===== config.mk =====
export PLATFORM = sky130hd
export DESIGN_NAME = wshb_arbiter_n
export DESIGN_NICKNAME = d
export VERILOG_FILES = /design/src/rtl/wshb_arb_pkg.sv /design/src/rtl/wshb_arbiter_n_rr_picker.sv /design/src/rtl/wshb_arbiter_n.sv
export SDC_FILE = /design/constraint.sdc
export NUM_CORES = 1
export LEC_CHECK = 0
export ABC_AREA = 1
export CAP_MARGIN = 15
export CORE_AREA = 2 2 120 122
export CTS_CLUSTER_SIZE = 30
export DETAILED_ROUTE_END_ITERATION = 12
export DIE_AREA = 0 0 122 124
export PLACE_DENSITY_LB_ADDON = 0.25
export SLEW_MARGIN = 20
export SYNTH_ARGS = -nofsm -noshare
export SYNTH_HDL_FRONTEND = slang
export SYNTH_SLANG_ARGS = --single-unit

===== constraint.sdc =====
create_clock -name clk -period 3.9 [get_ports clk]
set_clock_uncertainty 0.15 [all_clocks]
set_input_delay 0.39 -clock clk [delete_from_list [all_inputs] [get_ports clk]]
set_output_delay 0.39 -clock clk [all_outputs]
set_load 0.01 [all_outputs]

===== src/rtl/wshb_arb_pkg.sv =====
// Shared types and constants for the N-master Wishbone arbiter.
// Holds the arbiter FSM encoding and the Wishbone cycle-type identifiers.
package wshb_arb_pkg;

    typedef enum logic [1:0] {
        ST_IDLE  = 2'd0,
        ST_GRANT = 2'd1,
        ST_ABORT = 2'd2,
        ST_DRAIN = 2'd3
    } arb_state_t;

    localparam logic [2:0] CTI_CLASSIC = 3'b000;
    localparam logic [2:0] CTI_INCR    = 3'b010;
    localparam logic [2:0] CTI_END     = 3'b111;

endpackage


===== src/rtl/wshb_arbiter_n_rr_picker.sv =====
// Winner selection for the arbiter: fixed priority (MODE=0) or round-robin
// starting at the pointer (MODE=1); returns one-hot winner and its index.
module rr_picker #(
    parameter int unsigned NM   = 2,
    parameter int unsigned MODE = 1,
    localparam int unsigned IW  = (NM > 1) ? $clog2(NM) : 1
) (
    input  logic [NM-1:0] i_req,
    input  logic [IW-1:0] i_ptr,
    output logic [NM-1:0] o_win_oh,
    output logic [IW-1:0] o_win_idx
);

    logic          w_found;
    logic [IW-1:0] w_cand;

    always_comb begin
        o_win_oh  = '0;
        o_win_idx = '0;
        w_found   = 1'b0;
        w_cand    = '0;
        for (int unsigned i = 0; i < NM; i++) begin
            w_cand = (MODE == 1) ? IW'((32'(i_ptr) + i) % NM) : IW'(i);
            if (!w_found && i_req[w_cand]) begin
                w_found          = 1'b1;
                o_win_oh[w_cand] = 1'b1;
                o_win_idx        = w_cand;
            end
        end
    end

endmodule


===== src/rtl/wshb_arbiter_n.sv =====
// N-master to single-slave Wishbone arbiter with registered grant, whole-cycle
// ownership and a wait-state watchdog that aborts a stalled slave with s_err.
module wshb_arbiter_n #(
    parameter int unsigned NM      = 2,
    parameter int unsigned AW      = 32,
    parameter int unsigned DW      = 32,
    parameter int unsigned MODE    = 1,
    parameter int unsigned TIMEOUT = 255,
    localparam int unsigned IW     = $clog2(NM),
    localparam int unsigned SW     = DW / 8
) (
    input  logic             clk,
    input  logic             rst_n,
    input  logic [NM-1:0]    s_cyc,
    input  logic [NM-1:0]    s_stb,
    input  logic [NM-1:0]    s_we,
    input  logic [NM*AW-1:0] s_adr,
    input  logic [NM*DW-1:0] s_dat_ms,
    input  logic [NM*SW-1:0] s_sel,
    input  logic [NM*3-1:0]  s_cti,
    input  logic [NM*2-1:0]  s_bte,
    output logic [NM-1:0]    s_ack,
    output logic [NM-1:0]    s_err,
    output logic [NM-1:0]    s_rty,
    output logic [DW-1:0]    s_dat_sm,
    output logic             m_cyc,
    output logic             m_stb,
    output logic             m_we,
    output logic [AW-1:0]    m_adr,
    output logic [DW-1:0]    m_dat_ms,
    output logic [SW-1:0]    m_sel,
    output logic [2:0]       m_cti,
    output logic [1:0]       m_bte,
    input  logic             m_ack,
    input  logic             m_err,
    input  logic             m_rty,
    input  logic [DW-1:0]    m_dat_sm,
    output logic [NM-1:0]    grant,
    output logic [IW-1:0]    gnt_id,
    output logic             timeout_evt
);

    import wshb_arb_pkg::*;

    localparam int unsigned CW = $clog2(TIMEOUT + 1);

    arb_state_t    r_state;
    logic [NM-1:0] r_grant;
    logic [IW-1:0] r_gnt_id;
    logic [IW-1:0] r_ptr;
    logic [CW-1:0] r_wait;
    logic          r_tevt;

    logic [NM-1:0] w_win_oh;
    logic [IW-1:0] w_win_idx;
    logic          w_resp;
    logic          w_own_cyc;
    logic          w_hit;

    rr_picker #(
        .NM   (NM),
        .MODE (MODE)
    ) u_picker (
        .i_req     (s_cyc),
        .i_ptr     (r_ptr),
        .o_win_oh  (w_win_oh),
        .o_win_idx (w_win_idx)
    );

    assign w_resp    = m_ack | m_err | m_rty;
    assign w_own_cyc = s_cyc[r_gnt_id];
    // Abort is decided on the cycle the counter would step onto TIMEOUT.
    assign w_hit     = m_stb && !w_resp && (r_wait == CW'(TIMEOUT - 1));

    assign grant       = r_grant;
    assign gnt_id      = r_gnt_id;
    assign timeout_evt = r_tevt;

    always_ff @(posedge clk or negedge rst_n) begin
        if (!rst_n) begin
            r_state  <= ST_IDLE;
            r_grant  <= '0;
            r_gnt_id <= '0;
            r_ptr    <= '0;
            r_wait   <= '0;
            r_tevt   <= 1'b0;
        end else begin
            r_tevt <= 1'b0;

            if (r_state == ST_GRANT && m_stb && !w_resp) begin
                if (r_wait != CW'(TIMEOUT))
                    r_wait <= r_wait + 1'b1;
            end else begin
                r_wait <= '0;
            end

            case (r_state)
                ST_IDLE: begin
                    if (|s_cyc) begin
                        r_state  <= ST_GRANT;
                        r_grant  <= w_win_oh;
                        r_gnt_id <= w_win_idx;
                        if (MODE == 1)
                            r_ptr <= (w_win_idx == IW'(NM - 1)) ? '0 : w_win_idx + IW'(1);
                    end
                end
                ST_GRANT: begin
                    // Cycle end takes precedence over a simultaneous timeout.
                    if (!w_own_cyc) begin
                        r_state  <= ST_IDLE;
                        r_grant  <= '0;
                        r_gnt_id <= '0;
                    end else if (w_hit) begin
                        r_state <= ST_ABORT;
                        r_tevt  <= 1'b1;
                    end
                end
                ST_ABORT: r_state <= ST_DRAIN;
                ST_DRAIN: begin
                    if (!w_own_cyc) begin
                        r_state  <= ST_IDLE;
                        r_grant  <= '0;
                        r_gnt_id <= '0;
                    end
                end
                default: r_state <= ST_IDLE;
            endcase
        end
    end

    always_comb begin
        m_cyc    = 1'b0;
        m_stb    = 1'b0;
        m_we     = 1'b0;
        m_adr    = '0;
        m_dat_ms = '0;
        m_sel    = '0;
        m_cti    = '0;
        m_bte    = '0;
        s_ack    = '0;
        s_err    = '0;
        s_rty    = '0;
        s_dat_sm = '0;
        case (r_state)
            ST_GRANT: begin
                m_cyc    = s_cyc[r_gnt_id];
                m_stb    = s_stb[r_gnt_id];
                m_we     = s_we[r_gnt_id];
                m_adr    = s_adr[32'(r_gnt_id) * AW +: AW];
                m_dat_ms = s_dat_ms[32'(r_gnt_id) * DW +: DW];
                m_sel    = s_sel[32'(r_gnt_id) * SW +: SW];
                m_cti    = s_cti[32'(r_gnt_id) * 3 +: 3];
                m_bte    = s_bte[32'(r_gnt_id) * 2 +: 2];
                s_ack    = r_grant & {NM{m_ack}};
                s_err    = r_grant & {NM{m_err}};
                s_rty    = r_grant & {NM{m_rty}};
                s_dat_sm = m_dat_sm;
            end
            ST_ABORT: s_err = r_grant;
            default: ;
        endcase
    end

endmodule


==> flow_metrics.tcl <==
set metrics [dict create \
    critPathRequiredTime_ns 3.36 \
    ys.flop_type "dfrtp_1" \
    placed_area_um2 5500 \
    holdWs_ns 0.355 \
    met1_length_um 4820 \
    max_stage_delay_ns 0.57 \
    die_h_um 124 \
    setup-violations-final 0 \
    yosysUniqueCellTypes 27 \
    wl_um 12700 \
    synthesis.nets 636 \
    dr.pass1.iters 4 \
    syn_avg_cell_area_um2 5.18 \
    top_layer "met4" \
    grt_max_degree 85 \
    clkLatencyLatePin_ns 0.24 \
    cts_inserted_buffers 3 \
    clockBufferDepth 2 \
    arrival_ns 2.46 \
    synth_edf_count 0 \
    areaGrowthSynthToFinish_pct 144 \
    route.met3.wl_um 1130 \
    finalPower_mw 3.00 \
    track_usage_pct 14.4 \
    first_iter_violations 134 \
    period_minus_slack_ns 3.00 \
    core_um2 13700 \
    antenna_found_initial 0 \
    worst-setup-path-type "flop to primary output" \
    placed_cells 902 \
    clock-sinks 15 \
    htreeDepth 1 \
    layout.cells.non_filler 906 \
    final_util_pct 40.7 \
    clk_pin_slew_ns 0.05 \
    critPathTopFamily "buffers and inverters" \
    rsz0062_at_grt "no" \
    diodes 0 \
    gp_congestion 0.825 \
    drtAntennaViolNets 0 \
    grt-ovfl-total 0 \
    r2r_cells 10 \
    endpoint_kind "primary output" \
    drc 0 \
    hp-start "r_wait[4]$_DFFE_PN0P_" \
    cts_resized 0 \
    dp_hpwl_um 10200 \
    fin_area_um2 5580 \
    portBuffers 306 \
    timing.slew.headroom_pct 52.3 \
    status "finished, final reports clean" \
    leakagePower_nw 2.53 \
    met2_length_um 6730 \
    fin_nets 922 \
    critPathMaxFanout 84 \
    cts_tree "yes" \
    reg2reg_setup_slack_ns 1.72 \
    drive_above_1_share_pct 3.58 \
    ir_drop_v 0.000267 \
    row_count 43 \
    cp-start-kind "flop" \
    setup_tns_ns 0 \
    max_freq_ghz 0.333 \
    worstMarginPinSlew_ns 0.716 \
    min_path_cells 1 \
    crit_top_cell "inv_1" \
    cts-root-buf "clkbuf_16" \
    synth_seq_cells 15 \
    ios 307 \
    cts-hold-fix-buffers 0 \
    report.final.slew_viol_count 0 \
    yosys_warnings 0 \
    grt_pass1_vias 3321 \
    worstHoldEndpoint "r_wait[4]$_DFFE_PN0P_" \
    maxCapViolCount 0 \
    setup_slack_ns 0.899 \
    powerDensity_nw_per_um2 537 \
    pre_cts_ws_ns 1.16 \
    hold_violations 0 \
    num_vias 3688 \
    netlist_instances 441 \
    dieArea_um2 15100 \
    ys_seq_area_share_pct 16.4 \
    async_flop_share_pct 100 \
    worst-path-buf-inv 4 \
    grt_pass1_wl_um 17400 \
    hp-class "flop to flop" \
    r2r_end "r_state[0]$_DFFE_PN0P_" \
    worstPathCellList "inv_1, ha_4, buf_12, inv_1, nor2_2, clkdlybuf4s50_1" \
    netlist_area_um2 2280 \
    final.period_utilization_pct 77.0 \
    die_w_um 122 \
    wl_per_cell_um 14.0 \
    slowest_stage "clkdlybuf4s50_1" \
    start_util_pct 16.6 \
    cts_setup_buffers 0 \
    via_per_inst 4.07 \
]
-- synthesized netlist by cell type, types with 3 or more instances --
cell type	count	share of area, %
inv_2	3	0.49
clkbuf_1	16	2.6
dfrtp_1	15	16
ha_1	6	3.3
nor2_1	160	26
nand2_2	7	1.9
a21oi_1	5	1.1
inv_1	53	8.7
buf_2	10	2.2
nand2_1	54	8.9
nor3_1	5	1.1
o21ai_0	81	18
nand3_1	8	1.8
-- registers in the layout, indices dropped and copies added, names as in the netlist, named ones only --
name,cells
r_wait,8
timeout_evt,1
r_state,1
grant,2
gnt_id,1
r_ptr,1
-- worst max-delay path by stage --
| stage | startpoint | to | slack (ns) | cells after the start |
|---|---|---|---|---|
| 4_1_cts | flop | m_cyc | 0.90 | 6 |
| 2_1_floorplan | flop | m_adr[23] | 2.01 | 6 |
| 6_report | flop | m_cyc | 0.90 | 6 |
| 3_5_place_dp | flop | s_rty[0] | 1.16 | 6 |
| 3_3_place_gp | flop | m_cyc | 1.19 | 6 |
| 5_1_grt | flop | s_err[1] | 0.70 | 8 |
-- metal layers --
layer  vias up  GRT usage [%]
met5         -              0
met4         0          0.503
met3         2           3.80
met2       159           28.3
met1      1599           16.3
li1       1928              -
-- worst reg2reg max path, delay by kind of cell (launching register included) --
kind                       cells  cell delay (ns)
AOI/OAI and AO/OA              1             0.05
and+or+nand+nor                6             0.70
adders and majority gates      1             0.32
buffers and inverters          2             0.46
DFF                            1             0.40
-- logic make-up after synthesis --
| logic type | share of synthesized area [%] |
|---|---|
| AO/OA/AOI/OAI | 19.8 |
| XOR/XNOR | 1.15 |
| adder cells (fa/ha/maj) | 3.29 |
| buffers and inverters | 14.8 |
| flip-flops | 16.4 |
| AND/OR/NAND/NOR | 44.5 |
-- report_power, final --
part           internal, mW  switching [mW]
combinational          1.31            1.27
sequential            0.187          0.0344
clock                 0.138          0.0609
total                  1.63            1.37
-- cell usage in the layout (no fill, tap or decap), drive strengths merged, types with 2 or more instances in the layout --
cell type	synthesis	layout
clkbuf	16	4
o21ai	82	82
nand2	61	61
ha	6	6
a21oi	5	5
nor2	164	164
nor3	6	6
a31oi	2	2
dfrtp	15	15
xnor2	2	2
inv	56	56
nand4	2	2
nand3	9	9
clkdlybuf4s50	0	306
buf	12	3
-- final cells by class --
cell class / count / area [um2]
fill: 1420 / 8140
clock buffer: 4 / 78.8
timing repair buffer: 309 / 3110
multi-input combinational: 342 / 1580
inverter: 56 / 210
sequential: 15 / 377
tap: 180 / 225
(Power assumes the default switching activity.)
